## config.mk

```make
export PLATFORM = sky130hd
export DESIGN_NAME = fpu_addsub_pipe
export DESIGN_NICKNAME = d
export VERILOG_FILES = /design/src/rtl/constants.sv /design/src/rtl/fpu_lzc.sv /design/src/rtl/fpu_addsub_pipe.sv
export SDC_FILE = /design/constraint.sdc
export NUM_CORES = 1
export LEC_CHECK = 0
export ABC_AREA = 1
export ABC_CLOCK_PERIOD_IN_PS = 11150
export BUFFER_PORTS_ARGS = -buffer_cell sky130_fd_sc_hd__buf_2
export CAP_MARGIN = 0
export CELL_PAD_IN_SITES_DETAIL_PLACEMENT = 0
export CELL_PAD_IN_SITES_GLOBAL_PLACEMENT = 1
export CORE_MARGIN = 2
export CORE_UTILIZATION = 37
export CTS_CLUSTER_DIAMETER = 120
export DETAILED_ROUTE_END_ITERATION = 8
export PLACE_DENSITY = 0.82
export SETUP_SLACK_MARGIN = 0.5
export SLEW_MARGIN = 10
export SYNTH_ARGS = -nofsm -noshare
export SYNTH_HDL_FRONTEND = slang
export SYNTH_HIERARCHICAL = 1
export SYNTH_SLANG_ARGS = --single-unit
```

## constraint.sdc

```tcl
create_clock -name clock -period 11.15 [get_ports clock]
set_input_delay 0 -clock clock [delete_from_list [all_inputs] [get_ports clock]]
set_output_delay 0 -clock clock [all_outputs]
set_load 0.01 [all_outputs]
```

## src/rtl/constants.sv

```systemverilog
// Shared FPU definitions: operation codes, special-value flags, GRS width and
// a canonical quiet-NaN constructor usable for any EW/SW binary format.
package constants;

    typedef enum logic [2:0] {
        FPU_ADD = 3'd0,
        FPU_SUB = 3'd1,
        FPU_MUL = 3'd2,
        FPU_DIV = 3'd3,
        FPU_CMP = 3'd4
    } fpuOp_t;

    typedef struct packed {
        logic isNaN;
        logic isInf;
        logic isZero;
    } fpuFlags_t;

    localparam int FPU_GRS_W = 3;

    // Sign 0, exponent all-ones, significand MSB set; caller truncates to 1+ew+sw bits.
    function automatic logic [63:0] fpu_canonical_nan(input int ew, input int sw);
        logic [63:0] r;
        r = '0;
        for (int i = 0; i < ew; i++) r[sw + i] = 1'b1;
        r[sw - 1] = 1'b1;
        return r;
    endfunction

endpackage

```

## src/rtl/fpu_lzc.sv

```systemverilog
// Leading-zero counter; returns W when the input is all zeros.
module fpu_lzc #(
    parameter  int W  = 14,
    localparam int CW = $clog2(W + 1)
) (
    input  logic [W-1:0]  value,
    output logic [CW-1:0] count
);

    // NOTE: the default assignment before the loop keeps this purely combinational (no latch).
    always_comb begin
        count = CW'(W);
        for (int i = 0; i < W; i++) begin
            if (value[i]) count = CW'(W - 1 - i);
        end
    end

endmodule

```

## src/rtl/fpu_addsub_pipe.sv

```systemverilog
// Three-stage IEEE-754-style add/sub (align, add/normalise, round/pack) with
// round-to-nearest-even, subnormals, specials and a single global stall.
module fpu_addsub_pipe
    import constants::*;
#(
    parameter  int EW = 5,
    parameter  int SW = 10,
    localparam int BW = 1 + EW + SW
) (
    input  logic          clock,
    input  logic          reset,
    input  logic          inValid,
    output logic          inReady,
    input  logic [BW-1:0] fpuIn1,
    input  logic [BW-1:0] fpuIn2,
    input  fpuOp_t        op,
    input  logic [3:0]    inTag,
    output logic          outValid,
    input  logic          outReady,
    output logic [BW-1:0] fpuOut,
    output logic [3:0]    condCodes,
    output logic [3:0]    outTag
);

    localparam int M = SW + 1 + FPU_GRS_W;
    localparam logic [EW-1:0] EXP_MAX = '1;
    localparam logic [BW-1:0] QNAN = BW'(fpu_canonical_nan(EW, SW));

    typedef struct packed {
        logic          valid;
        logic [3:0]    tag;
        logic          sign;
        logic [EW-1:0] exp;
        logic [M-1:0]  sig_big;
        logic [M-1:0]  sig_small;
        logic          eff_sub;
        fpuFlags_t     flags;
    } s1_t;

    typedef struct packed {
        logic          valid;
        logic [3:0]    tag;
        logic          sign;
        logic [EW-1:0] exp;
        logic [M-1:0]  sig;
        fpuFlags_t     flags;
    } s2_t;

    s1_t s1, s1_next;
    s2_t s2, s2_next;
    logic advance;

    assign advance = !outValid || outReady;
    assign inReady = advance;

    // ---------------- stage 1: unpack, swap, align ----------------
    logic a_sign, b_sign, a_zero, b_zero, a_inf, b_inf, a_nan, b_nan, swap;
    logic [EW-1:0] a_e, b_e, a_ex, b_ex, big_ex, small_ex, diff;
    logic [SW-1:0] a_f, b_f;
    logic [M-1:0]  a_sig, b_sig, big_sig, small_sig, lost, small_al;

    assign a_sign = fpuIn1[BW-1];
    assign b_sign = fpuIn2[BW-1] ^ (op == FPU_SUB);
    assign a_e    = fpuIn1[BW-2:SW];
    assign b_e    = fpuIn2[BW-2:SW];
    assign a_f    = fpuIn1[SW-1:0];
    assign b_f    = fpuIn2[SW-1:0];

    always_comb begin
        a_zero = (a_e == '0) && (a_f == '0);
        b_zero = (b_e == '0) && (b_f == '0);
        a_inf  = (a_e == EXP_MAX) && (a_f == '0);
        b_inf  = (b_e == EXP_MAX) && (b_f == '0);
        a_nan  = (a_e == EXP_MAX) && (a_f != '0);
        b_nan  = (b_e == EXP_MAX) && (b_f != '0);
        // Subnormals behave as exponent 1 with a clear hidden bit.
        a_ex   = (a_e == '0) ? EW'(1) : a_e;
        b_ex   = (b_e == '0) ? EW'(1) : b_e;
        a_sig  = {a_e != '0, a_f, {FPU_GRS_W{1'b0}}};
        b_sig  = {b_e != '0, b_f, {FPU_GRS_W{1'b0}}};

        swap      = fpuIn2[BW-2:0] > fpuIn1[BW-2:0];
        big_ex    = swap ? b_ex  : a_ex;
        small_ex  = swap ? a_ex  : b_ex;
        big_sig   = swap ? b_sig : a_sig;
        small_sig = swap ? a_sig : b_sig;
        diff      = big_ex - small_ex;

        lost = small_sig & ~({M{1'b1}} << diff);
        if (int'(diff) >= M) small_al = {{(M-1){1'b0}}, |small_sig};
        else                 small_al = (small_sig >> diff) | {{(M-1){1'b0}}, |lost};

        s1_next              = '0;
        s1_next.valid        = inValid;
        s1_next.tag          = inTag;
        s1_next.exp          = big_ex;
        s1_next.sig_big      = big_sig;
        s1_next.sig_small    = small_al;
        s1_next.eff_sub      = a_sign != b_sign;
        s1_next.flags.isNaN  = a_nan || b_nan || (a_inf && b_inf && (a_sign != b_sign));
        s1_next.flags.isInf  = !s1_next.flags.isNaN && (a_inf || b_inf);
        s1_next.flags.isZero = a_zero && b_zero;
        s1_next.sign         = s1_next.flags.isInf ? (a_inf ? a_sign : b_sign)
                                                   : (swap ? b_sign : a_sign);
    end

    // ---------------- stage 2: add / subtract and normalise ----------------
    logic [M:0]              sum;
    logic [$clog2(M+1)-1:0]  lz;
    logic [31:0]             lz_ext, lim, shamt;
    logic                    sum_zero;

    assign sum = s1.eff_sub ? ({1'b0, s1.sig_big} - {1'b0, s1.sig_small})
                            : ({1'b0, s1.sig_big} + {1'b0, s1.sig_small});

    fpu_lzc #(.W(M)) u_lzc (
        .value (sum[M-1:0]),
        .count (lz)
    );

    always_comb begin
        sum_zero = (sum == '0);
        lz_ext   = 32'(lz);
        lim      = 32'(s1.exp) - 32'd1;
        shamt    = (lz_ext < lim) ? lz_ext : lim;

        s2_next       = '0;
        s2_next.valid = s1.valid;
        s2_next.tag   = s1.tag;
        s2_next.flags = s1.flags;
        if (sum[M]) begin
            s2_next.sig = sum[M:1] | {{(M-1){1'b0}}, sum[0]};
            s2_next.exp = s1.exp + EW'(1);
        end else begin
            // Clamped at exponent 1; a missing hidden bit then marks a subnormal.
            s2_next.sig = sum[M-1:0] << shamt;
            s2_next.exp = s1.exp - EW'(shamt);
        end
        s2_next.sign = (sum_zero && s1.eff_sub && !s1.flags.isInf) ? 1'b0 : s1.sign;
        s2_next.flags.isZero = s1.flags.isZero || sum_zero;
    end

    // ---------------- stage 3: round to nearest even and pack ----------------
    logic          round_up, inexact, hidden;
    logic [SW+1:0] mant;
    logic [EW:0]   exp_fin;
    logic [BW-1:0] res;
    logic [3:0]    cc;

    always_comb begin
        round_up = s2.sig[2] & (s2.sig[1] | s2.sig[0] | s2.sig[3]);
        inexact  = |s2.sig[2:0];
        mant     = {1'b0, s2.sig[M-1:FPU_GRS_W]} + {{(SW+1){1'b0}}, round_up};
        exp_fin  = {1'b0, s2.exp} + {{EW{1'b0}}, mant[SW+1]};
        hidden   = |mant[SW+1:SW];

        res = {s2.sign, hidden ? exp_fin[EW-1:0] : {EW{1'b0}}, mant[SW-1:0]};
        cc  = {(!hidden && (mant[SW-1:0] == '0)) || s2.flags.isZero, inexact, s2.sign, 1'b0};
        if (s2.flags.isNaN) begin
            res = QNAN;
            cc  = '0;
        end else if (s2.flags.isInf) begin
            res = {s2.sign, EXP_MAX, {SW{1'b0}}};
            cc  = {2'b00, s2.sign, 1'b0};
        end else if (exp_fin >= {1'b0, EXP_MAX}) begin
            res = {s2.sign, EXP_MAX, {SW{1'b0}}};
            cc  = {1'b0, inexact, s2.sign, 1'b1};
        end
    end

    // NOTE: only valid bits and visible outputs are reset; payload fields are don't-care while invalid.
    always_ff @(posedge clock) begin
        if (reset) begin
            s1.valid  <= 1'b0;
            s2.valid  <= 1'b0;
            outValid  <= 1'b0;
            fpuOut    <= '0;
            condCodes <= '0;
            outTag    <= '0;
        end else if (advance) begin
            s1       <= s1_next;
            s2       <= s2_next;
            outValid <= s2.valid;
            if (s2.valid) begin
                fpuOut    <= res;
                condCodes <= cc;
                outTag    <= s2.tag;
            end
        end
    end

endmodule

```

* Word level (Yosys, flattened, before mapping) *
Cells that the tools add are included.

storage, ports and cells
  flip-flop bits (word level) = 96
  word-level logic and storage cells = 124
  input bits = 43
  output and inout bits = 26

cells by class
  reductions and logical operators = 39
  add/sub/neg operators = 8
  equality and inequality tests = 4
  shift-type cells = 3
  bitwise operators = 9
  $lt $le $gt $ge = 4
  mux-type cells = 34

operator list
  cell                                                                  count
  15-bit 2-to-1 mux                                                     3
  4-bit 2-to-1 mux                                                      11
  4-bit by 32-bit < comparator with 1-bit output                        1
  32-bit 2-to-1 mux                                                     1
  14-bit by 32-bit left shift with 14-bit output                        1
  10-bit logical NOT                                                    3
  14-bit 2-to-1 mux                                                     2
  14-bit by 1-bit bitwise OR with 14-bit output                         2
  14-bit OR reduction                                                   2
  5-bit 2-to-1 mux                                                      5
  10-bit nonzero test                                                   2
  19-bit 2-to-1 mux                                                     1
  16-bit 2-to-1 mux                                                     1
  14-bit by 14-bit adder with 15-bit output                             1
  15-bit greater-than comparator                                        1
  15-bit logical NOT                                                    1
  14-bit by 14-bit subtractor with 15-bit output                        1
  14-bit AND                                                            1
  14-bit NOT                                                            1
  14-bit by 5-bit left shift with 14-bit output (first input constant)  1
  14-bit by 5-bit right shift with 14-bit output                        1
  1-bit logical AND                                                     13
  11-bit by 1-bit adder with 12-bit output                              1
  3-bit 2-to-1 mux                                                      4
  22 further kinds                                                      40

* Depth between registers and ports, before layout *
  depth after elaboration = 20
  depth in mapped cells = 41
  depth with buffers taken out = 40

* Cells and area by module *
The synthesis kept the hierarchy.

modules (own cells, without submodules)
  module           area each (um2)  instances  cells an instance
  fpu_addsub_pipe  7561.0           1          1069
  fpu_lzc          187.7            1          39

* Worst setup path before layout *
No wires, ideal clock.

  path kind = register to register
  start = register s1[4] (netlist name)
  end = register s2[21] (netlist name), data pin
  arrival time = 5.125 ns
  period minus slack after synthesis = 5.380 ns
  stages on the path, launching flop included = 36
  required time = 10.896 ns
  slack = 5.770 ns
  path through = edfxtp_1 inv_1 ha_1 nand2_1 nor3b_2 nand2_1 nand2_1 nand2_1 xnor2_1 ha_1 a21oi_1 nor2_1 o21ai_0 nand4_1 and2_4 nor2_1 a21boi_1 ha_1 o21ai_1 nand2_1 nand3_1 nand2_2 nand2_8 inv_4 nand2_1 nand2_2 buf_6 ha_1 inv_1 nor2_1 fa_1 nand3_1 nand2_1 xor2_1 xnor2_1 inv_1

RTL lines
  item                    line                    source
  from (decl)             fpu_addsub_pipe.sv:49   s1_t s1, s1_next;
  from (signal assigned)  fpu_addsub_pipe.sv:181  s1 <= s1_next;
  to (signal assigned)    fpu_addsub_pipe.sv:182  s2 <= s2_next;
  to (decl)               fpu_addsub_pipe.sv:50   s2_t s2, s2_next;

==> impl_metrics.json <==
{
  "status": "completed",
  "drt_first_pass_iters": 5,
  "drt_iter0_drc": 389,
  "synthMuxAreaShare": 0,
  "async_flop_share": 0,
  "synth_cells": 1108,
  "place_hpwl_um": 16450,
  "routed_wl_um": 20140,
  "hold_viol": 0,
  "dieArea_um2": 22120,
  "tns_ps": 0,
  "worstSkewPairLatency_ps": 340,
  "crit_fanout": 19,
  "rsz0062_at_grt": "no",
  "max_stage_delay_ps": 510,
  "vias": 7289,
  "clock_power_share": 0.144,
  "p_leak_nw": 4.146,
  "final_nets": 1261,
  "finalSetupViolCount": 0,
  "pwr-share-comb": 0.605,
  "root_buffer": "clkbuf_16",
  "cts_num_sinks": 92,
  "power.density_nw_per_um2": 238.0,
  "path_clk_slew_ps": 70,
  "antenna_found_initial": 0,
  "htree_levels": 3,
  "hold_path.class": "in -> reg",
  "yosys.area_share.simple": 0.3581,
  "drive_gt1_frac": 0.1241,
  "cts_resized": 0,
  "syn-cell-area_um2": 7749,
  "antenna_cells": 0,
  "max_slew.worst_pin.slew_ps": 703.2,
  "grt_max_degree": 52,
  "areaGrowthSynthToFinish_pct": 11.61,
  "critical-path-top-delay-family": "simple AND/OR/NAND/NOR gates",
  "use_met3": 0.02699,
  "rows": 52,
  "p_sw_frac": 0.4883,
  "mostFrequentLayoutCell": "nand2_1",
  "power_switching_mw": 1.005,
  "cts_buffer_depth": 2,
  "grt_pass1_vias": 6715,
  "start_util": 0.3805,
  "synth_edf_count": 66,
  "slowest_stage": "edfxtp_1",
  "grt_pass1_wl_um": 32660,
  "synth_fa_ha_area_frac": 0.07783,
  "cts_tree": "done",
  "drv_slew": 0,
  "grt_usage": 0.1846,
  "worstSetupStartpointType": "flop",
  "chipHeight_um": 148.7,
  "coreArea_um2": 20360,
  "post-route-drc-count": 0,
  "ys_dominant_reg_cell": "edfxtp_1",
  "yosys_warnings": 6,
  "fin_cells": 1446,
  "critical_path_buf_inv_count": 4,
  "ys_ff_latch": 92,
  "cp.required_ps": 11260,
  "netlist-cell-type-count": 55,
  "dp.cells": 1421,
  "pwr-share-seq": 0.251,
  "ios": 69,
  "ant_nets": 0,
  "cap_violations": 0,
  "intPower_mw": 1.053,
  "finalCritPeriodShare": 0.5579,
  "synthXorXnorAreaFrac": 0.03827,
  "grt.busiest_layer": "met2",
  "final_cell_mix": "nand2_1 (328), nand3_1 (130), inv_1 (128)",
  "gp_routability_congestion": 0.9117,
  "gr-total-overflow": 0,
  "synth_compound_area_frac": 0.1072,
  "crit_type": "reg -> reg",
  "max_slew_margin": 0.5295,
  "gr-usage-met1": 0.2410,
  "synth_area_per_cell_um2": 6.993,
  "cpMostUsedCell": "nand2_1",
  "die_width_um": 148.7,
  "fin_crit_ps": 6221,
  "port_buffers": 68,
  "finClkSkew_ps": 8.884,
  "ys_seq_area_frac": 0.3229,
  "endpoint_kind": "flop",
  "wl_per_cell_um": 13.93,
  "syn-num-nets": 1198,
  "max_freq_ghz": 0.1607,
  "cts_buffers": 9,
  "vias_per_cell": 5.041,
  "synth_top_family_by_area": "simple AND/OR/NAND/NOR gates",
  "critPathArrivalTime_ps": 6330,
  "ir_worst_vdd_mv": 0.1311,
  "use_met2": 0.3197
}
-- layout make-up --
type                    count  area [µm²]
multi-input cells         846        4513
clock inverters             3       20.02
clock buffers              13       261.5
fillers                  2146       11720
well taps                 270       337.8
repair buffers             78       437.9
inverters                 144       575.6
flip-flops and latches     92        2502
-- flip-flops by register name, indices dropped and copies added, names as in the netlist --
signal	flops
outValid	1
condCodes	4
s2	28
outTag	4
fpuOut	15
s1	40
-- per-layer routing --
layer	vias up	wire, µm
met3	21	814
met2	164	9471
met4	0	354
li1	3796	-
met1	3308	9502
met5	-	0
-- kinds of logic after synthesis --
kind of cell	after synthesis
flops	92
xor+xnor	33
buf+inv	170
compound gates	145
fa+ha+maj	47
simple gates	621
-- synthesized netlist by cell type, types with 3 or more instances --
library cell,n,area [µm²]
nand2_1,328,1231
nand3_1,130,650.6
inv_1,128,480.5
nor2_1,77,289.0
edfxtp_1,66,1982
a21oi_1,59,295.3
o21ai_0,50,250.2
ha_1,45,563.0
dfxtp_1,26,520.5
xor2_1,21,183.9
nor3_1,18,90.09
nand4_1,17,106.4
nand2_2,12,75.07
xnor2_1,11,96.34
inv_2,10,37.54
o21ai_1,10,50.05
clkbuf_1,9,33.78
o22ai_1,7,43.79
buf_2,6,30.03
buf_6,6,67.56
nor2_2,6,37.54
or2_2,5,31.28
a21oi_2,4,35.03
buf_4,4,30.03
nand2_4,4,45.04
nor4_1,4,25.02
o21ai_4,4,65.06
and2_1,3,18.77
inv_4,3,18.77
-- timing repair --
| action | in CTS | in global routing |
|---|---|---|
| endpoints found under the hold margin | 8 | 0 |
| setup buffers | 0 | 0 |
| hold buffers | 9 | 0 |
-- power groups by stage --
stage | clock network, mW | registers [mW] | logic, mW
after global routing | 0.314 | 0.524 | 1.42
final | 0.296 | 0.517 | 1.25
after CTS | 0.301 | 0.517 | 1.24
after detailed placement | 0 | 0.524 | 1.23
after floorplan | 0 | 0.511 | 0.978
after global placement | 0 | 0.522 | 1.24
-- per-stage QoR --
step	instance area, µm²	util	setup slack [ps]	hold slack (ps)	total power [mW]
floorplan	7749	-	5770	98.87	1.489
global placement	8277	0.4064	5078	179.3	1.757
detailed placement	8277	0.4064	4948	181.1	1.757
CTS	8648	0.4247	4921	6.766	2.059
global route	8648	0.4247	4275	25.19	2.254
finish	8648	0.4247	4929	29.36	2.059
-- path summary, 6_finish.rpt --
path / end / cells past startpoint / start / slack (ps)
min reg2reg: s2[23]$_DFFE_PP_ / 0 / s1[38]$_DFFE_PP_ / 420
min: s1[3]$_DFFE_PP_ / 2 / fpuIn1[15] / 30
max: s2[21]$_DFFE_PP_ / 33 / s1[4]$_DFFE_PP_ / 4930
max reg2reg: s2[21]$_DFFE_PP_ / 33 / s1[4]$_DFFE_PP_ / 4930
(Power assumes the default switching activity.)
